## src/rtl/ml_acc_axil_regs_if.sv

```systemverilog
// AXI4-Lite bus bundle between the GP0 interconnect and the accelerator register file.
interface ml_acc_axil_regs_if #(
  parameter int ADDR_W = 6,
  parameter int DATA_W = 32
) ();
  logic [ADDR_W-1:0]   s_axi_awaddr;
  logic                s_axi_awvalid;
  logic                s_axi_awready;
  logic [DATA_W-1:0]   s_axi_wdata;
  logic [DATA_W/8-1:0] s_axi_wstrb;
  logic                s_axi_wvalid;
  logic                s_axi_wready;
  logic [1:0]          s_axi_bresp;
  logic                s_axi_bvalid;
  logic                s_axi_bready;
  logic [ADDR_W-1:0]   s_axi_araddr;
  logic                s_axi_arvalid;
  logic                s_axi_arready;
  logic [DATA_W-1:0]   s_axi_rdata;
  logic [1:0]          s_axi_rresp;
  logic                s_axi_rvalid;
  logic                s_axi_rready;

  modport master (
    output s_axi_awaddr, s_axi_awvalid, s_axi_wdata, s_axi_wstrb, s_axi_wvalid,
           s_axi_bready, s_axi_araddr, s_axi_arvalid, s_axi_rready,
    input  s_axi_awready, s_axi_wready, s_axi_bresp, s_axi_bvalid,
           s_axi_arready, s_axi_rdata, s_axi_rresp, s_axi_rvalid
  );

  modport slave (
    input  s_axi_awaddr, s_axi_awvalid, s_axi_wdata, s_axi_wstrb, s_axi_wvalid,
           s_axi_bready, s_axi_araddr, s_axi_arvalid, s_axi_rready,
    output s_axi_awready, s_axi_wready, s_axi_bresp, s_axi_bvalid,
           s_axi_arready, s_axi_rdata, s_axi_rresp, s_axi_rvalid
  );
endinterface

```

## src/rtl/ml_acc_axil_regs.sv

```systemverilog
// ML accelerator control/status register file behind an AXI4-Lite slave port.
// Issues a one-cycle start pulse to the conv core and captures its result word.
module ml_acc_axil_regs #(
  parameter int ADDR_W = 6,
  parameter int DATA_W = 32
) (
  input  logic              ACLK,
  input  logic              ARESETn,
  ml_acc_axil_regs_if.slave axi,
  output logic              start_o,
  input  logic              busy_i,
  input  logic              done_i,
  input  logic              result_valid_i,
  input  logic [DATA_W-1:0] result_i,
  output logic [DATA_W-1:0] cfg_in_len_o,
  output logic [DATA_W-1:0] cfg_w_len_o
);
  localparam int IDX_W  = ADDR_W - 2;
  localparam int STRB_W = DATA_W / 8;
  localparam int RW_LO  = 2;
  localparam int RW_HI  = 9;
  localparam logic [IDX_W-1:0] IDX_RESULT = IDX_W'(0);
  localparam logic [IDX_W-1:0] IDX_STATUS = IDX_W'(1);
  localparam logic [IDX_W-1:0] IDX_CTRL   = IDX_W'(10);

  typedef enum logic [1:0] {W_IDLE, W_WAIT, W_COMMIT, W_RESP} w_state_t;
  typedef enum logic       {R_IDLE, R_DATA} r_state_t;

  typedef struct packed {
    logic [IDX_W-1:0]  idx;
    logic [DATA_W-1:0] data;
    logic [STRB_W-1:0] strb;
  } wr_req_t;

  w_state_t w_st, w_nxt;
  r_state_t r_st, r_nxt;
  logic     aw_got, w_got, aw_got_nxt, w_got_nxt;
  logic     awready_q, wready_q, bvalid_q;
  logic     arready_q, rvalid_q;
  logic     aw_hs, w_hs, ar_hs, commit;
  logic     start_fire, done_clr, done_q;
  wr_req_t  req_q;

  logic [DATA_W-1:0]                 result_q, rdata_q, rd_word;
  logic [RW_HI:RW_LO][DATA_W-1:0]    rw_q;
  logic [IDX_W-1:0]                  rd_idx;
  logic                              unused_addr_bits;

  assign aw_hs  = axi.s_axi_awvalid & awready_q;
  assign w_hs   = axi.s_axi_wvalid & wready_q;
  assign ar_hs  = axi.s_axi_arvalid & arready_q;
  assign rd_idx = axi.s_axi_araddr[ADDR_W-1:2];
  assign unused_addr_bits = ^{axi.s_axi_awaddr[1:0], axi.s_axi_araddr[1:0]};

  // Write channel: AW and W are collected independently, then committed together.
  always_comb begin
    w_nxt      = w_st;
    aw_got_nxt = aw_got;
    w_got_nxt  = w_got;
    commit     = 1'b0;
    case (w_st)
      W_IDLE, W_WAIT: begin
        if (aw_hs) aw_got_nxt = 1'b1;
        if (w_hs)  w_got_nxt  = 1'b1;
        if (aw_got_nxt && w_got_nxt)      w_nxt = W_COMMIT;
        else if (aw_got_nxt || w_got_nxt) w_nxt = W_WAIT;
      end
      W_COMMIT: begin
        commit     = 1'b1;
        aw_got_nxt = 1'b0;
        w_got_nxt  = 1'b0;
        w_nxt      = W_RESP;
      end
      W_RESP:  if (axi.s_axi_bready) w_nxt = W_IDLE;
      default: w_nxt = W_IDLE;
    endcase
  end

  always_ff @(posedge ACLK or negedge ARESETn) begin
    if (!ARESETn) begin
      w_st      <= W_IDLE;
      aw_got    <= 1'b0;
      w_got     <= 1'b0;
      awready_q <= 1'b0;
      wready_q  <= 1'b0;
      bvalid_q  <= 1'b0;
    end else begin
      w_st      <= w_nxt;
      aw_got    <= aw_got_nxt;
      w_got     <= w_got_nxt;
      awready_q <= (w_nxt == W_IDLE || w_nxt == W_WAIT) && !aw_got_nxt;
      wready_q  <= (w_nxt == W_IDLE || w_nxt == W_WAIT) && !w_got_nxt;
      bvalid_q  <= (w_nxt == W_RESP);
    end
  end

  always_ff @(posedge ACLK or negedge ARESETn) begin
    if (!ARESETn) begin
      req_q <= '0;
    end else begin
      if (aw_hs) req_q.idx <= axi.s_axi_awaddr[ADDR_W-1:2];
      if (w_hs) begin
        req_q.data <= axi.s_axi_wdata;
        req_q.strb <= axi.s_axi_wstrb;
      end
    end
  end

  // Control/status side effects only look at byte lane 0.
  assign start_fire = commit && (req_q.idx == IDX_CTRL) && req_q.strb[0] &&
                      req_q.data[0] && !busy_i;
  assign done_clr   = commit && (req_q.idx == IDX_STATUS) && req_q.strb[0] &&
                      req_q.data[1];

  always_ff @(posedge ACLK or negedge ARESETn) begin
    if (!ARESETn) begin
      start_o  <= 1'b0;
      done_q   <= 1'b0;
      result_q <= '0;
    end else begin
      start_o <= start_fire;
      if (done_i)                     done_q <= 1'b1;
      else if (start_fire || done_clr) done_q <= 1'b0;
      if (result_valid_i) result_q <= result_i;
    end
  end

  always_ff @(posedge ACLK or negedge ARESETn) begin
    if (!ARESETn) begin
      rw_q <= '0;
    end else if (commit) begin
      for (int g = RW_LO; g <= RW_HI; g++) begin
        if (req_q.idx == IDX_W'(g)) begin
          for (int b = 0; b < STRB_W; b++) begin
            if (req_q.strb[b]) rw_q[g][b*8 +: 8] <= req_q.data[b*8 +: 8];
          end
        end
      end
    end
  end

  assign cfg_in_len_o = rw_q[2];
  assign cfg_w_len_o  = rw_q[3];

  // Unmapped words and the self-clearing control word read back as zero.
  always_comb begin
    rd_word = '0;
    if (rd_idx == IDX_RESULT)      rd_word = result_q;
    else if (rd_idx == IDX_STATUS) rd_word = {{(DATA_W-2){1'b0}}, done_q, busy_i};
    for (int i = RW_LO; i <= RW_HI; i++) begin
      if (rd_idx == IDX_W'(i)) rd_word = rw_q[i];
    end
  end

  always_comb begin
    r_nxt = r_st;
    case (r_st)
      R_IDLE:  if (ar_hs) r_nxt = R_DATA;
      R_DATA:  if (axi.s_axi_rready) r_nxt = R_IDLE;
      default: r_nxt = R_IDLE;
    endcase
  end

  always_ff @(posedge ACLK or negedge ARESETn) begin
    if (!ARESETn) begin
      r_st      <= R_IDLE;
      arready_q <= 1'b0;
      rvalid_q  <= 1'b0;
      rdata_q   <= '0;
    end else begin
      r_st      <= r_nxt;
      arready_q <= (r_nxt == R_IDLE);
      rvalid_q  <= (r_nxt == R_DATA);
      if (ar_hs) rdata_q <= rd_word;
    end
  end

  assign axi.s_axi_awready = awready_q;
  assign axi.s_axi_wready  = wready_q;
  assign axi.s_axi_bvalid  = bvalid_q;
  assign axi.s_axi_bresp   = 2'b00;
  assign axi.s_axi_arready = arready_q;
  assign axi.s_axi_rvalid  = rvalid_q;
  assign axi.s_axi_rdata   = rdata_q;
  assign axi.s_axi_rresp   = 2'b00;
endmodule

```

## src/flat_wrapper.sv

```systemverilog
// flat-port wrapper written by rule: the top's interface ports become plain ports
module ml_acc_axil_regs_flat 
#(
  parameter int ADDR_W = 6,
  parameter int DATA_W = 32
)
  (ACLK, ARESETn, start_o, busy_i, done_i, result_valid_i, result_i, cfg_in_len_o, cfg_w_len_o, axi_s_axi_awaddr, axi_s_axi_awvalid, axi_s_axi_wdata, axi_s_axi_wstrb, axi_s_axi_wvalid, axi_s_axi_bready, axi_s_axi_araddr, axi_s_axi_arvalid, axi_s_axi_rready, axi_s_axi_awready, axi_s_axi_wready, axi_s_axi_bresp, axi_s_axi_bvalid, axi_s_axi_arready, axi_s_axi_rdata, axi_s_axi_rresp, axi_s_axi_rvalid);
  ml_acc_axil_regs_if #(.ADDR_W(ADDR_W), .DATA_W(DATA_W)) axi_i ();
  input  logic ACLK;
  input  logic ARESETn;
  output logic start_o;
  input  logic busy_i;
  input  logic done_i;
  input  logic result_valid_i;
  input  logic [DATA_W-1:0] result_i;
  output logic [DATA_W-1:0] cfg_in_len_o;
  output logic [DATA_W-1:0] cfg_w_len_o;
  input wire logic [$bits(axi_i.s_axi_awaddr)-1:0] axi_s_axi_awaddr;
  input wire logic [$bits(axi_i.s_axi_awvalid)-1:0] axi_s_axi_awvalid;
  input wire logic [$bits(axi_i.s_axi_wdata)-1:0] axi_s_axi_wdata;
  input wire logic [$bits(axi_i.s_axi_wstrb)-1:0] axi_s_axi_wstrb;
  input wire logic [$bits(axi_i.s_axi_wvalid)-1:0] axi_s_axi_wvalid;
  input wire logic [$bits(axi_i.s_axi_bready)-1:0] axi_s_axi_bready;
  input wire logic [$bits(axi_i.s_axi_araddr)-1:0] axi_s_axi_araddr;
  input wire logic [$bits(axi_i.s_axi_arvalid)-1:0] axi_s_axi_arvalid;
  input wire logic [$bits(axi_i.s_axi_rready)-1:0] axi_s_axi_rready;
  output wire logic [$bits(axi_i.s_axi_awready)-1:0] axi_s_axi_awready;
  output wire logic [$bits(axi_i.s_axi_wready)-1:0] axi_s_axi_wready;
  output wire logic [$bits(axi_i.s_axi_bresp)-1:0] axi_s_axi_bresp;
  output wire logic [$bits(axi_i.s_axi_bvalid)-1:0] axi_s_axi_bvalid;
  output wire logic [$bits(axi_i.s_axi_arready)-1:0] axi_s_axi_arready;
  output wire logic [$bits(axi_i.s_axi_rdata)-1:0] axi_s_axi_rdata;
  output wire logic [$bits(axi_i.s_axi_rresp)-1:0] axi_s_axi_rresp;
  output wire logic [$bits(axi_i.s_axi_rvalid)-1:0] axi_s_axi_rvalid;
  assign axi_i.s_axi_awaddr = axi_s_axi_awaddr;
  assign axi_i.s_axi_awvalid = axi_s_axi_awvalid;
  assign axi_i.s_axi_wdata = axi_s_axi_wdata;
  assign axi_i.s_axi_wstrb = axi_s_axi_wstrb;
  assign axi_i.s_axi_wvalid = axi_s_axi_wvalid;
  assign axi_i.s_axi_bready = axi_s_axi_bready;
  assign axi_i.s_axi_araddr = axi_s_axi_araddr;
  assign axi_i.s_axi_arvalid = axi_s_axi_arvalid;
  assign axi_i.s_axi_rready = axi_s_axi_rready;
  assign axi_s_axi_awready = axi_i.s_axi_awready;
  assign axi_s_axi_wready = axi_i.s_axi_wready;
  assign axi_s_axi_bresp = axi_i.s_axi_bresp;
  assign axi_s_axi_bvalid = axi_i.s_axi_bvalid;
  assign axi_s_axi_arready = axi_i.s_axi_arready;
  assign axi_s_axi_rdata = axi_i.s_axi_rdata;
  assign axi_s_axi_rresp = axi_i.s_axi_rresp;
  assign axi_s_axi_rvalid = axi_i.s_axi_rvalid;
  ml_acc_axil_regs #(.ADDR_W(ADDR_W), .DATA_W(DATA_W)) u_core (.ACLK(ACLK), .ARESETn(ARESETn), .axi(axi_i), .start_o(start_o), .busy_i(busy_i), .done_i(done_i), .result_valid_i(result_valid_i), .result_i(result_i), .cfg_in_len_o(cfg_in_len_o), .cfg_w_len_o(cfg_w_len_o));
endmodule
```

## config.mk

```make
export PLATFORM = sky130hd
export DESIGN_NAME = ml_acc_axil_regs_flat
export DESIGN_NICKNAME = d
export VERILOG_FILES = /design/src/rtl/ml_acc_axil_regs_if.sv /design/src/rtl/ml_acc_axil_regs.sv /design/src/flat_wrapper.sv
export SDC_FILE = /design/constraint.sdc
export NUM_CORES = 1
export LEC_CHECK = 0
export ABC_CLOCK_PERIOD_IN_PS = 1600
export CORE_UTILIZATION = 53
export CTS_BUF_LIST = sky130_fd_sc_hd__clkbuf_8
export DETAILED_ROUTE_END_ITERATION = 12
export PLACE_DENSITY = 0.85
export SYNTH_ARGS = -nofsm -noshare
export SYNTH_HDL_FRONTEND = slang
export SYNTH_SLANG_ARGS = --single-unit
export TNS_END_PERCENT = 5
```

## constraint.sdc

```tcl
create_clock -name ACLK -period 1.6 [get_ports ACLK]
set_input_delay 0.32 -clock ACLK [delete_from_list [all_inputs] [get_ports ACLK]]
set_output_delay 0.32 -clock ACLK [all_outputs]
set_load 0.02 [all_outputs]
```

==> out/qor.yml <==
outcome: "finished with violations"
violations: "negative setup slack"
syn_inst: 1378
grt_max_degree: 56
viasPerCell: 6.17
die_area_um2: 33300
syn_area_um2: 17300
drt-initial-drc-count: 1033
synth_top_area_share: 0.538
yosysTopAreaCell: "dfrtp_1"
ctsRootBufferMaster: "clkbuf_8"
layout.cells.non_filler: 2117
powerDensity_nw_per_um2: 1620
synth_cell_type_count: 44
dp.cells: 1996
rrSetupSlack_ns: -0.11
clock_path_buffers: 3
ys_seq_area_frac: 0.538
syn_area_per_cell_um2: 12.5
cp_data_arrival_time_ns: 2.21
finalCriticalPeriod_ns: 1.71
die_x_um: 182
grtUsageTotal: 0.301
wl_per_cell_um: 24.0
grt.overflow.total: 0
die_h_um: 182
row_count: 65
cts.sinks: 371
p_leak_nw: 10.5
ioPinCount: 196
syn2layout_area_growth_pct: 25.8
first_global_vias: 13499
vias: 13070
regArea_um2: 9290
multi_input_area_um2: 7270
fin_worst_skew_ns: 0.0228
core_um2: 31800
drive_gt1_frac: 0.456
ant_nets: 0
worst_r2r_startpoint: "u_core.req_q[36]"
critPathCaptureType: "register"
hold_class: "in -> async"
ys_ff_latch: 371
critPathLaunchType: "register"
globalplace.congestion: 0.905
synth-edff-count: 0
cts_max_level: 2
crit_required_ns: 2.10
remaining_drc_errors: 0
ir_drop_uv: 969
path_clk_slew_ns: 0.07
finalPower_mw: 35.1
cts_tree: "built"
synth_area_leaders: "dfrtp_1, mux2_2, buf_4"
crit_end: "u_core.cfg_in_len_o[23]"
crit_start: "u_core.req_q[36]"
grt_pass1_wl_mm: 76.6
drv_cap: 0
layout_setup_ws_ns: -0.112
r2r_cells: 6
cts_made_buffers: 59
insertion_delay_ns: 0.63
synth_flop_cell: "dfrtp_1"
setup_viol: 182
drt_wl_total_mm: 50.9
ys_warn_count: 0
cp_max_fo: 5
dr.pass1.iters: 6
grt_antenna_before_repair: 1
fill_cells: 2110
path_class: "reg -> reg"
fmax_mhz: 584
nets: 1724
initial_core_util: 0.543
hold_viol: 0
fin_crit_sh: 1.07
r2r_end: "u_core.cfg_in_len_o[23]"
async_flop_share: 1.00
rsz0062_at_grt: "true"
port_buffers: 187
post-dp-hpwl_mm: 33.7
drv_slew: 0
hold_slack_ns: 0.190
[timing repair]
item	4_1_cts	5_1_grt
endpoints found under the hold margin	203	0
endpoints found under the setup margin	358	266
cloned	0	0
gates resized for setup	437	38
pin swaps	3	2
hold buffers	1	0
buffers inserted	9	2
[worst min-delay path by stage]
stage | to | slack [ns] | cells past startpoint
final | u_core.req_q[24] | 0.19 | 2
after CTS | u_core.axi.s_axi_rdata[17] | 0.20 | 4
after detailed placement | u_core.req_q[24] | 0.28 | 1
after global placement | u_core.req_q[24] | 0.27 | 1
after floorplan | u_core.aw_got | 0.02 | 0
after global routing | u_core.req_q[24] | 0.22 | 2
[registers in the layout, indices dropped and copies added, names as in the netlist, 2 cells and up]
register,flops
u_core.w_st,2
u_core.rw_q,192
u_core.cfg_w_len_o,32
u_core.req_q,40
u_core.axi.s_axi_rdata,32
u_core.result_q,32
u_core.cfg_in_len_o,32
[cell usage in the layout, fill, tap and decap left out, types with 32 or more instances in the layout]
master and count:
dfrtp_1 370, clkbuf_8 80, buf_4 87, a21o_1 57
nand2_1 76, clkdlybuf4s50_1 81, mux2_2 292, a21oi_1 34
buf_2 103, buf_12 51, nand2b_1 32
[worst max-delay path: stages, from the launching register on]
cell and delay, ns:
dfrtp_1 0.43, nand2b_1 0.24, nor3_2 0.16, buf_4 0.20, nand2_1 0.10, buf_4 0.17
mux2_2 0.28
[synthesized netlist by cell type (all sizes together) (4+ instances only)]
cell type	number
a21oi	35
a221oi	30
nand2b	34
and2	5
o21ai	34
nand2	96
nor2	10
mux2	329
o22ai	31
dfrtp	371
inv	8
buf	109
mux4	4
nor2b	9
a21o	57
or3b	29
nor3	5
nand3b	29
clkbuf	42
a22o	29
nand3	31
a31o	28
[report_power, final]
part / internal, mW / switching, mW
Clock: 5.12 / 3.95
Sequential: 12.7 / 3.34
Combinational: 5.26 / 4.76
Total: 23.1 / 12.0
[stage by stage]
step | setup TNS, ns | utilization | cell area, µm² | setup slack [ns]
final | -6.92 | 0.683 | 21700 | -0.112
after global routing | -15.29 | 0.683 | 21700 | -0.151
after CTS | -0.686 | 0.679 | 21600 | -0.0411
after detailed placement | -67.15 | 0.646 | 20600 | -0.569
after global placement | -36.02 | 0.646 | 20600 | -0.491
after floorplan | -1.88 | - | 17300 | -0.0579
[metal layers]
metal | share of wire | track usage | vias to the layer above
li1 | - | - | 5469
met4 | 0.045 | 0.149 | 0
met2 | 0.49 | 0.505 | 773
met1 | 0.39 | 0.382 | 6658
met5 | 0 | 0 | -
met3 | 0.073 | 0.0455 | 170
[cells by family (layout without fill, tap and decap cells)]
kind of cell / count (synthesis) / in the layout / synth area share
other cells: 1 / 5 / 0.000217
flops: 371 / 371 / 0.538
buf+inv: 159 / 459 / 0.0523
simple gates: 257 / 257 / 0.0829
mux: 336 / 336 / 0.222
compound gates: 254 / 254 / 0.105
[layout make-up]
type	instances	share of cell area
Antenna cell	1	0.000115
Clock buffer	80	0.0507
Clock inverter	28	0.0112
Inverter	8	0.00138
Multi-Input combinational cell	851	0.335
Sequential cell	371	0.428
Tap cell	435	0.0251
Timing Repair Buffer	343	0.149
Note: power is estimated with default switching activity, not from simulation.
